$ cat src/rtl/secuenciador_baterias_pkg.sv
// Shared definitions for the battery-sum sequencer.
// State encoding and operand counts are fixed by the battery format.
package secuenciador_baterias_pkg;

    typedef enum logic [1:0] {
        ST_IDLE = 2'd0,
        ST_ACC  = 2'd1,
        ST_DONE = 2'd2
    } state_t;

    localparam int N_OPS_MODE0 = 2;
    localparam int N_OPS_MODE1 = 4;
    localparam int SUM_W       = 9;

endpackage

$ cat src/rtl/sumador8b.sv
// 8-bit ripple-carry adder, the single adder shared by the sequencer.
// Carry walks bit by bit from cin to cout.
module sumador8b (
    input  logic [7:0] a,
    input  logic [7:0] b,
    input  logic       cin,
    output logic [7:0] s,
    output logic       cout
);

    logic carry;

    always_comb begin
        carry = cin;
        s     = '0;
        for (int i = 0; i < 8; i++) begin
            s[i]  = a[i] ^ b[i] ^ carry;
            carry = (a[i] & b[i]) | (carry & (a[i] ^ b[i]));
        end
        cout = carry;
    end

endmodule

$ cat src/rtl/secuenciador_baterias.sv
// Sums two bytes or four nibbles of the battery word one operand per
// cycle through a shared 8-bit adder, then pulses done with the total.
module secuenciador_baterias
    import secuenciador_baterias_pkg::*;
(
    input  logic             clk,
    input  logic             rst,
    input  logic             start,
    input  logic             sel,
    input  logic [15:0]      baterias,
    output logic             ready,
    output logic             busy,
    output logic             done,
    output logic [SUM_W-1:0] sum
);

    state_t           state;
    logic [15:0]      op_reg;
    logic             mode_reg;
    logic [SUM_W-1:0] acc;
    logic [1:0]       idx;
    logic [7:0]       operand;
    logic [7:0]       add_s;
    logic             add_c;
    logic             last;
    logic [SUM_W-1:0] acc_next;

    always_comb begin
        operand = '0;
        if (mode_reg) begin
            case (idx)
                2'd0:    operand = {4'h0, op_reg[15:12]};
                2'd1:    operand = {4'h0, op_reg[11:8]};
                2'd2:    operand = {4'h0, op_reg[7:4]};
                default: operand = {4'h0, op_reg[3:0]};
            endcase
        end else begin
            operand = idx[0] ? op_reg[7:0] : op_reg[15:8];
        end
    end

    sumador8b u_sumador (
        .a    (acc[7:0]),
        .b    (operand),
        .cin  (1'b0),
        .s    (add_s),
        .cout (add_c)
    );

    // Bit 8 is sticky: once a carry appears it is never cleared mid-run.
    assign acc_next = {acc[8] | add_c, add_s};
    assign last     = mode_reg ? (idx == 2'(N_OPS_MODE1 - 1))
                               : (idx == 2'(N_OPS_MODE0 - 1));

    always_ff @(posedge clk) begin
        if (rst) begin
            state    <= ST_IDLE;
            ready    <= 1'b1;
            busy     <= 1'b0;
            done     <= 1'b0;
            sum      <= '0;
            acc      <= '0;
            idx      <= '0;
            op_reg   <= '0;
            mode_reg <= 1'b0;
        end else begin
            done <= 1'b0;
            case (state)
                ST_IDLE, ST_DONE: begin
                    if (start) begin
                        op_reg   <= baterias;
                        mode_reg <= sel;
                        acc      <= '0;
                        idx      <= '0;
                        state    <= ST_ACC;
                        ready    <= 1'b0;
                        busy     <= 1'b1;
                    end else begin
                        state <= ST_IDLE;
                        ready <= 1'b1;
                        busy  <= 1'b0;
                    end
                end
                ST_ACC: begin
                    acc <= acc_next;
                    idx <= idx + 2'd1;
                    if (last) begin
                        sum   <= acc_next;
                        state <= ST_DONE;
                        done  <= 1'b1;
                        ready <= 1'b1;
                        busy  <= 1'b0;
                    end
                end
                default: begin
                    state <= ST_IDLE;
                    ready <= 1'b1;
                    busy  <= 1'b0;
                end
            endcase
        end
    end

endmodule

$ cat config.mk
export PLATFORM = sky130hd
export DESIGN_NAME = secuenciador_baterias
export DESIGN_NICKNAME = d
export VERILOG_FILES = /design/src/rtl/secuenciador_baterias_pkg.sv /design/src/rtl/sumador8b.sv /design/src/rtl/secuenciador_baterias.sv
export SDC_FILE = /design/constraint.sdc
export NUM_CORES = 1
export LEC_CHECK = 0
export BUFFER_PORTS_ARGS = -buffer_cell sky130_fd_sc_hd__buf_2
export CELL_PAD_IN_SITES_DETAIL_PLACEMENT = 0
export CELL_PAD_IN_SITES_GLOBAL_PLACEMENT = 2
export CORE_UTILIZATION = 30
export DETAILED_ROUTE_END_ITERATION = 7
export GPL_TIMING_DRIVEN = 0
export MAX_ROUTING_LAYER = met4
export PLACE_DENSITY_LB_ADDON = 0.1
export SLEW_MARGIN = 20
export SYNTH_ARGS = -nofsm -noshare
export SYNTH_HDL_FRONTEND = slang
export SYNTH_HIERARCHICAL = 1
export SYNTH_SLANG_ARGS = --single-unit
$ cat constraint.sdc
create_clock -name clk -period 11.9 [get_ports clk]
set_clock_uncertainty 0.1 [all_clocks]
set_input_delay 3.57 -clock clk [delete_from_list [all_inputs] [get_ports clk]]
set_output_delay 3.57 -clock clk [all_outputs]
set_load 0.005 [all_outputs]
==> results.sh <==
export IMPL_path_class="flop to flop"
export IMPL_hp_class="flop to flop"
export IMPL_antenna_found_initial=0
export IMPL_finish_instance_area_sq_mm=0.00225
export IMPL_largest_reg_flops=16
export IMPL_fillers=646
export IMPL_grt_start_max_net_pins=15
export IMPL_initial_core_util=0.318
export IMPL_synth_avg_cell_area_sq_um=8.83
export IMPL_dr_first_iter_drc_count=88
export IMPL_whs_ns=0.371
export IMPL_setup_violations_final=0
export IMPL_async_flop_share=0
export IMPL_clockBufferDepth=2
export IMPL_core_sq_mm=0.00603
export IMPL_crit_path_start_kind="flop"
export IMPL_clk_latency_ns=0.30
export IMPL_drcViolationCount=0
export IMPL_synth_compound_area_frac=0.172
export IMPL_dp_cells=322
export IMPL_m1WireLength_microns=2480
export IMPL_h_tree_depth=2
export IMPL_vias=1575
export IMPL_wirelength_microns=4700
export IMPL_tightest_slew_ns=0.512
export IMPL_min_delay_start="busy$_SDFFE_PP0P_"
export IMPL_drive_gt1_frac=0.184
export IMPL_cp_end_kind="flop"
export IMPL_multi_input_area_sq_um=972
export IMPL_power_per_cell_area_mw_per_mm2=128
export IMPL_synth_top_family_by_area="compound AO/OA/AOI/OAI gates"
export IMPL_portBuffers=30
export IMPL_maxSlewHeadroom=0.649
export IMPL_synth_distinct_cells=25
export IMPL_syn_nets=249
export IMPL_dp_slack_ns=6.74
export IMPL_fin_util=0.374
export IMPL_synth_warnings=6
export IMPL_cp_max_fo=10
export IMPL_synthAdderAreaFrac=0.110
export IMPL_ant_nets=0
export IMPL_synthesis_area_sq_mm=0.00192
export IMPL_drv_slew=0
export IMPL_dr_max_layer_used="met4"
export IMPL_irDropWorstVdd_v=0.0000666
export IMPL_period_share=0.433
export IMPL_setup_ws_ns=6.75
export IMPL_numClockSinks=42
export IMPL_p_leak_nw=0.918
export IMPL_viasPerCell=4.77
export IMPL_root_buffer="clkbuf_8"
export IMPL_place_congestion=0.727
export IMPL_synthCells=217
export IMPL_cts_resized=0
export IMPL_row_count=28
export IMPL_clk_pin_slew_ns=0.09
export IMPL_hpwl_microns=3420
export IMPL_wl_per_cell_microns=14.3
export IMPL_startpoint="idx[0]$_SDFFE_PP0P_"
export IMPL_r2r_start="idx[0]$_SDFFE_PP0P_"
export IMPL_dieHeight_microns=81.9
export IMPL_synth_simple_area_share=0.170
export IMPL_dr_wl_met3_microns=153
export IMPL_fmax_mhz=194
export IMPL_cp_arrival_ns=5.25
export IMPL_fin_cells=330
export IMPL_finalHoldViolations=0
export IMPL_diodes=0
export IMPL_tns_ns=0
export IMPL_fin_total_pwr_uw=288
export IMPL_dpl_cell_area_sq_mm=0.00216
export IMPL_cap_violations=0
export IMPL_fin_nets=286
export IMPL_rsz0062_at_grt="false"
export IMPL_required_ns=12.00
export IMPL_synth_edff_count=0
export IMPL_grt_pass1_wl_microns=7820
export IMPL_ys_seq_elements=42
export IMPL_grt_overflow_total=0
export IMPL_synth_ff_type="dfxtp_1"
export IMPL_cts_setup_buffers=0
export IMPL_yosysSeqAreaShare=0.439
export IMPL_fin_crit_ns=5.15
export IMPL_die_width_microns=81.9
export IMPL_area_delta_synth_final_pct=17.4
export IMPL_most_common_layout_cells="44 x nand2_1, 42 x dfxtp_1, 35 x buf_2"
export IMPL_synthMuxAreaShare=0.0529
export IMPL_cts_tree="built"
export IMPL_numCtsBuffers=5
export IMPL_cts_hold_buf=0
export IMPL_final_common_cell="nand2_1"
export IMPL_io_pins=32
export IMPL_status="finished, final reports clean"
export IMPL_die_area_sq_mm=0.00671
export IMPL_firstDrtPassIters=4
export IMPL_grt_usage=0.165
export IMPL_synth_xor_area_frac=0
export IMPL_grt_pass1_vias=1501
export IMPL_seqCellArea_sq_um=841
export IMPL_wl_met2_microns=2000
==> Yosys cell counts, types with 3 or more instances <==
cell type / count / area share
nand2_1: 44 / 0.086
a22o_1: 9 / 0.041
clkbuf_1: 8 / 0.016
nor3_1: 3 / 0.0078
o22ai_1: 4 / 0.013
o21ai_0: 4 / 0.010
a222oi_1: 4 / 0.021
nor2_1: 5 / 0.0098
ha_1: 4 / 0.026
dfxtp_1: 42 / 0.44
inv_1: 13 / 0.025
mux2i_1: 9 / 0.047
buf_2: 5 / 0.013
a21oi_1: 30 / 0.078
fa_1: 8 / 0.084
nand3_1: 11 / 0.029
and2_1: 4 / 0.013
==> kinds of logic after synthesis <==
family	Yosys count
AO/OA/AOI/OAI	53
other	1
buffers and inverters	26
AND/OR/NAND/NOR	73
multiplexers	10
adder cells (fa/ha/maj)	12
flip-flops	42
==> per-layer routing <==
| layer | GRT usage | up-vias |
|---|---|---|
| li1 | - | 808 |
| met1 | 0.234 | 729 |
| met2 | 0.229 | 30 |
| met3 | 0.0333 | 8 |
| met4 | 0.0579 | 0 |
| met5 | - | - |
==> power breakdown <==
part / switching [mW] / internal, mW / total, mW
Clock: 0.0521 / 0.0412 / 0.0933
Combinational: 0.0262 / 0.0165 / 0.0427
Sequential: 0.00527 / 0.147 / 0.152
Total: 0.0836 / 0.205 / 0.288
==> worst max-delay path, cell delays in order, from the launching register on <==
cell and delay (ns):
dfxtp_1 0.37, buf_2 0.30, inv_1 0.14, ha_1 0.27, a222oi_1 0.29, and2_1 0.18, o22ai_1 0.12, fa_1 0.41
inv_1 0.07, fa_1 0.15, inv_1 0.05, fa_1 0.37, fa_1 0.38, fa_1 0.38, fa_1 0.38, fa_1 0.36
inv_1 0.07, fa_1 0.16, inv_1 0.05, or2_2 0.26, a22o_1 0.18
==> area by class of cell <==
type | instances | area share
Multi-Input combinational cell | 149 | 0.432
Tap cell | 75 | 0.0417
Buffer | 13 | 0.0245
Inverter | 13 | 0.0217
Clock inverter | 3 | 0.00945
Sequential cell | 42 | 0.374
Clock buffer | 5 | 0.0306
Timing Repair Buffer | 30 | 0.0667
==> path summary, 6_finish.rpt <==
path | slack [ns] | depth (start not counted) | end
max reg2reg | 6.75 | 20 | sum[8]$_SDFFE_PP0P_
min | 0.37 | 2 | busy$_SDFFE_PP0P_
min reg2reg | 0.37 | 2 | busy$_SDFFE_PP0P_
max | 6.75 | 20 | sum[8]$_SDFFE_PP0P_
(Power assumes the default switching activity.)
